--- config.mk ---
export PLATFORM = sky130hd
export DESIGN_NAME = wb_port_arbiter
export DESIGN_NICKNAME = d
export VERILOG_FILES = /design/src/rtl/wb_port_arbiter.sv
export SDC_FILE = /design/constraint.sdc
export NUM_CORES = 1
export LEC_CHECK = 0
export BUFFER_PORTS_ARGS = -buffer_cell sky130_fd_sc_hd__buf_2
export CAP_MARGIN = 10
export CORE_AREA = 5 5 143 145
export CTS_BUF_LIST = sky130_fd_sc_hd__clkbuf_8
export DETAILED_ROUTE_END_ITERATION = 16
export DIE_AREA = 0 0 148 150
export PLACE_DENSITY = 0.8
export SYNTH_ARGS = -nofsm -noshare
export SYNTH_HDL_FRONTEND = slang
export SYNTH_SLANG_ARGS = --single-unit
--- constraint.sdc ---
create_clock -name clk -period 4.7 [get_ports clk]
set_clock_uncertainty 0.1 [all_clocks]
set_input_delay 0.47 -clock clk [delete_from_list [all_inputs] [get_ports clk]]
set_output_delay 0.47 -clock clk [all_outputs]
set_load 0.1 [all_outputs]
--- src/rtl/wb_port_arbiter.sv ---
// wb_port_arbiter: merges the memory-path and ALU-path register write-back
// requests into a single register-file write port. When the two paths collide,
// or when older writes are still waiting, requests are parked in a small
// in-order FIFO. Each pending entry's destination can be queried (pend_hit) so
// that issue logic can detect hazards against not-yet-written registers.
//
// Request/flow-control contract: a request is presented by raising *_valid
// with its *_dir/*_data for exactly the cycle it should be taken. There is no
// per-request acknowledge. Upstream is expected to hold off new requests while
// stall is high. stall rises at DEPTH-1 occupancy, so a dual request arriving
// in the same cycle as stall still fits. Requests that arrive while there is no
// room are dropped, ALU first, and overflow latches until reset.
module wb_port_arbiter #(
  parameter int DEPTH = 4
) (
  input  logic                       clk,
  input  logic                       rst,
  input  logic                       mem_valid,
  input  logic [3:0]                 mem_dir,
  input  logic [31:0]                mem_data,
  input  logic                       alu_valid,
  input  logic [3:0]                 alu_dir,
  input  logic [31:0]                alu_data,
  input  logic [3:0]                 rd_query,
  output logic                       reg_wr_out,
  output logic [3:0]                 dir_wb_out,
  output logic [31:0]                data_out,
  output logic                       stall,
  output logic                       pend_hit,
  output logic [$clog2(DEPTH):0]     pend_cnt,
  output logic                       overflow
);

  localparam int AW = $clog2(DEPTH);
  localparam int CW = AW + 1;

  // FIFO storage. It holds data only; validity comes from rd_ptr/cnt.
  logic [3:0]    ent_dir  [DEPTH];
  logic [31:0]   ent_data [DEPTH];

  logic [AW-1:0] rd_ptr_q;
  logic [AW-1:0] wr_ptr_q;
  logic [CW-1:0] cnt_q;
  logic          ovf_q;

  // Registered write-port outputs.
  logic          wr_q;
  logic [3:0]    dir_q;
  logic [31:0]   data_q;

  // Per-cycle decisions.
  logic          fifo_empty;
  logic          pop;
  logic          grant;
  logic [3:0]    grant_dir;
  logic [31:0]   grant_data;
  logic [1:0]    n_cand;
  logic [3:0]    cand0_dir;
  logic [31:0]   cand0_data;
  logic [3:0]    cand1_dir;
  logic [31:0]   cand1_data;
  logic [CW:0]   space;
  logic [1:0]    n_push;
  logic          drop;
  logic [AW-1:0] wr_ptr_p1;
  logic          pend_hit_c;

  assign fifo_empty = (cnt_q == '0);
  assign pop        = !fifo_empty;
  assign wr_ptr_p1  = wr_ptr_q + AW'(1);

  // Choose the write-port grant and the ordered list of arrivals to enqueue.
  always_comb begin
    grant      = 1'b0;
    grant_dir  = ent_dir[rd_ptr_q];
    grant_data = ent_data[rd_ptr_q];
    n_cand     = 2'd0;
    cand0_dir  = mem_dir;
    cand0_data = mem_data;
    cand1_dir  = alu_dir;
    cand1_data = alu_data;
    if (!fifo_empty) begin
      // Older buffered writes always go first; every arrival queues behind.
      grant = 1'b1;
      if (mem_valid && alu_valid) begin
        n_cand = 2'd2;
      end else if (mem_valid) begin
        n_cand = 2'd1;
      end else if (alu_valid) begin
        n_cand     = 2'd1;
        cand0_dir  = alu_dir;
        cand0_data = alu_data;
      end
    end else begin
      // Nothing is waiting: the first arrival bypasses the FIFO.
      if (mem_valid) begin
        grant      = 1'b1;
        grant_dir  = mem_dir;
        grant_data = mem_data;
        if (alu_valid) begin
          n_cand     = 2'd1;
          cand0_dir  = alu_dir;
          cand0_data = alu_data;
        end
      end else if (alu_valid) begin
        grant      = 1'b1;
        grant_dir  = alu_dir;
        grant_data = alu_data;
      end
    end
  end

  // Room this cycle counts the slot freed by a simultaneous pop.
  always_comb begin
    space  = (CW+1)'(DEPTH) - {1'b0, cnt_q} + (CW+1)'(pop);
    n_push = n_cand;
    drop   = 1'b0;
    if ((CW+1)'(n_cand) > space) begin
      // Arrivals are ordered MEM then ALU, so truncating the list drops ALU.
      n_push = space[1:0];
      drop   = 1'b1;
    end
  end

  // Hazard lookup over the valid window [rd_ptr, rd_ptr + cnt). The head
  // still counts in the cycle it is popped.
  always_comb begin
    pend_hit_c = 1'b0;
    for (int i = 0; i < DEPTH; i++) begin
      logic [AW-1:0] offs;
      offs = AW'(i) - rd_ptr_q;
      if (({1'b0, offs} < cnt_q) && (ent_dir[i] == rd_query)) begin
        pend_hit_c = 1'b1;
      end
    end
  end

  // Write accepted arrivals into consecutive slots starting at wr_ptr.
  always_ff @(posedge clk) begin
    if (n_push != 2'd0) begin
      ent_dir[wr_ptr_q]  <= cand0_dir;
      ent_data[wr_ptr_q] <= cand0_data;
    end
    if (n_push == 2'd2) begin
      ent_dir[wr_ptr_p1]  <= cand1_dir;
      ent_data[wr_ptr_p1] <= cand1_data;
    end
  end

  // Pointers, occupancy and the sticky overflow flag. Pointers wrap
  // naturally because DEPTH is a power of two.
  always_ff @(posedge clk or posedge rst) begin
    if (rst) begin
      rd_ptr_q <= '0;
      wr_ptr_q <= '0;
      cnt_q    <= '0;
      ovf_q    <= 1'b0;
    end else begin
      rd_ptr_q <= rd_ptr_q + AW'(pop);
      wr_ptr_q <= wr_ptr_q + AW'(n_push);
      cnt_q    <= cnt_q + CW'(n_push) - CW'(pop);
      if (drop) begin
        ovf_q <= 1'b1;
      end
    end
  end

  // Registered register-file write port. Address and data hold when idle.
  always_ff @(posedge clk or posedge rst) begin
    if (rst) begin
      wr_q   <= 1'b0;
      dir_q  <= '0;
      data_q <= '0;
    end else begin
      wr_q <= grant;
      if (grant) begin
        dir_q  <= grant_dir;
        data_q <= grant_data;
      end
    end
  end

  assign reg_wr_out = wr_q;
  assign dir_wb_out = dir_q;
  assign data_out   = data_q;
  assign stall      = (cnt_q >= CW'(DEPTH - 1));
  assign pend_hit   = pend_hit_c;
  assign pend_cnt   = cnt_q;
  assign overflow   = ovf_q;

endmodule
==> impl_metrics.csv <==
group,metric,value,unit
synth,avgSynthCellArea,13.3,um2
power_and_ir_drop,power_switching_share,0.466,
setup_path,cp_max_fo,36,
detailed_routing,dr.pass1.iters,5,
layout,final_layout_size_suffix_gt1_frac,0.381,
synth,async_reset_ff_frac,0.238,
clock_network,ctsRootBufferMaster,"clkbuf_8",
die,io_pins,123,
power_and_ir_drop,internal_power,4460,uW
setup_path,start_kind,"flop",
clock_network,cts.sinks,189,
timing,finalCriticalPeriod,3.84,ns
layout,nFillCells,1453,
synth,synth_largest_area_cell,"edfxtp_1",
setup_path,arrival,3.83,ns
hold_path,min_path_type,"in -> async",
synth,ys.flop_type,"edfxtp_1",
setup_path,end_kind,"flop",
timing,fin_hold_ws,0.0815,ns
setup_path,crit_chain,"or3_1 -> mux2i_1 -> ha_1 -> nor2_1 -> a22o_1 -> a21o_1 -> nand3_1 -> a21oi_4 -> buf_4",
synth,yosysWarnings,0,
placed_design,io_buffers,122,
clock_network,clk_pin_slew,0.10,ns
setup_path,critical_path.slowest_cell,"dfrtp_1",
synth,synth_area_leaders,"edfxtp_1, mux2_2, dfrtp_1, mux4_2, mux2_1",
job,max_cap_viol_count,0,
clock_network,postCtsSetupRepairBufs,0,
power_and_ir_drop,p_leak,0.00429,uW
layout,area.growth.synth_to_final,12.3,%
clock_network,hold_buffers,0,
synth,synth.most_common_cell,"edfxtp_1",
clock_network,cts-resized-gates,0,
synth,syn_inst,768,
die,dieHeight,150,um
die,coreArea,0.0191,mm2
synth,synth_edf_count,144,
die,die-area,0.0222,mm2
setup_path,required,4.69,ns
power_and_ir_drop,pwr-share-comb,0.524,
timing,hold_viol_final,0,
clock_network,cts_max_path_buffers,2,
global_routing,grt_max_degree,61,
power_and_ir_drop,pwr_density_cell,728,mW/mm2
timing,clock.fmax,260,MHz
power_and_ir_drop,pwr-share-clk,0.133,
setup_path,crit_type,"reg -> reg",
layout,multi_input_area,0.00445,mm2
layout,stdcell_count,1125,
global_routing,track_usage,0.238,
die,rows,51,
detailed_routing,drt_iter0_markers,816,
power_and_ir_drop,power_frac_seq,0.344,
layout,fin_util,0.601,
detailed_routing,viasPerCell,6.23,
synth,synth_area,0.0102,mm2
synth,ys_seq_area_frac,0.534,
timing,drv_slew,0,
layout,nets,965,
setup_path,crit_path_max_incr_delay,0.56,ns
timing,setup_viol,0,
global_routing,grt_pass1_wl,40600,um
placed_design,dp.cells,1093,
clock_network,cts.htree.levels,4,
clock_network,tritoncts,"yes",
die,dieWidth,148,um
placed_design,gp_congestion,0.854,
timing,tightestPinTransition,1.23,ns
clock_network,clkLatencyLatePin,0.47,ns
layout,num_antenna_cells,0,
synth,synth_top_area_frac,0.423,
power_and_ir_drop,ir_worst_vdd,0.459,mV
placed_design,place_hpwl,16100,um
synth,ys_types,50,
timing,fin_crit_sh,0.817,
timing,relSlewSlack,0.178,
layout,fin_area,0.0115,mm2
detailed_routing,antenna_left,0,
layout,regArea,0.00545,mm2
power_and_ir_drop,power_switching,3890,uW
synth,synth_nets,859,
die,start_util,0.535,
detailed_routing,wl,25600,um
synth,synth_seq_cells,189,
global_routing,grt-ovfl-total,0,
global_routing,antenna_found_initial,0,
run_status,status,"finished clean",
detailed_routing,post_drt_wl_per_cell,22.8,um
clock_network,cts-buffers-inserted,17,
placed_design,placed_area,0.0111,mm2
timing,rsz0062_at_grt,"no",
detailed_routing,drc,0,
global_routing,grt_pass1_vias,7308,
synth,synth_common_cells,"edfxtp_1, mux2_2, nand2_1",
detailed_routing,vias,7004,
[through the flow]
stage / TNS (ns) / setup WS [ns] / power, uW
global placement: 0 / 1.03 / 7170
finish: 0 / 0.861 / 8350
global route: 0 / 0.635 / 8770
detailed placement: 0 / 0.929 / 7270
floorplan: -27.66 / -0.384 / 6270
CTS: 0 / 0.889 / 8380
[power groups by stage]
stage	sequential [uW]	clock [uW]	combinational (uW)
global placement	2880	0	4290
finish	2870	1110	4370
detailed placement	2900	0	4370
CTS	2870	1120	4390
floorplan	4100	0	2170
global route	2930	1190	4650
[critical path, delay by kind of cell, from the launching register on]
family / cells / cell delay, ns
AND/OR/NAND/NOR: 3 / 0.95
flip-flops: 1 / 0.56
buffers and inverters: 1 / 0.52
AO/OA/AOI/OAI: 3 / 0.82
multiplexers: 1 / 0.22
adder cells (fa/ha/maj): 1 / 0.27
[logic make-up after synthesis]
family	count (synthesis)	share of synthesized area
fa+ha+maj	11	0.0142
buf+inv	66	0.0353
mux	181	0.239
other cells	1	0.000367
compound gates	136	0.0908
simple gates	160	0.0659
xor+xnor	24	0.0206
flops	189	0.534
[layer usage]
| metal | track usage | up-vias | part of all wire |
|---|---|---|---|
| li1 | - | 3141 | - |
| met1 | 0.316 | 3493 | 0.40 |
| met2 | 0.397 | 330 | 0.50 |
| met3 | 0.0475 | 40 | 0.078 |
| met4 | 0.0799 | 0 | 0.020 |
| met5 | 0 | - | 0 |
[path summary, 6_finish.rpt]
path	from	cells after the start	slack, ns	endpoint
setup / recovery	pend_cnt[2]	9	0.86	ent_data[1][10]
hold / removal	rst	3	0.08	data_out[7]
setup reg to reg	pend_cnt[2]	9	0.86	ent_data[1][10]
hold reg to reg	data_out[2]	2	0.38	data_out[2]
max in group asynchronous	rst	3	3.93	rd_ptr_q[0]
min in group clk	alu_data[30]	2	0.25	ent_data[3][30]
[placed cells by master, fill, tap and decap left out, drive strengths merged, types with 16 or more instances in the layout]
cell type  instances
mux4              36
nor2              59
mux2             144
a21oi             56
edfxtp           144
clkbuf            18
nand2             78
dfrtp             45
a311o             22
xor2              17
buf              142
inv               16
o21ai             29
[final cells by class]
class,instances,area share
tap,238,0.0260
clock buffer,18,0.0216
sequential,189,0.475
inverter,11,0.00360
timing repair buffer,142,0.0718
multi-input combinational,513,0.388
clock inverter,14,0.0136
[sequential cells by signal, indices dropped and copies added (netlist names)]
signal and count:
reg_wr_out 1, wr_ptr_q 2, data_out 32, ent_data 128
overflow 1, ent_dir 16, dir_wb_out 4, pend_cnt 3
rd_ptr_q 2
No activity file was read; power rests on OpenSTA's default activity.
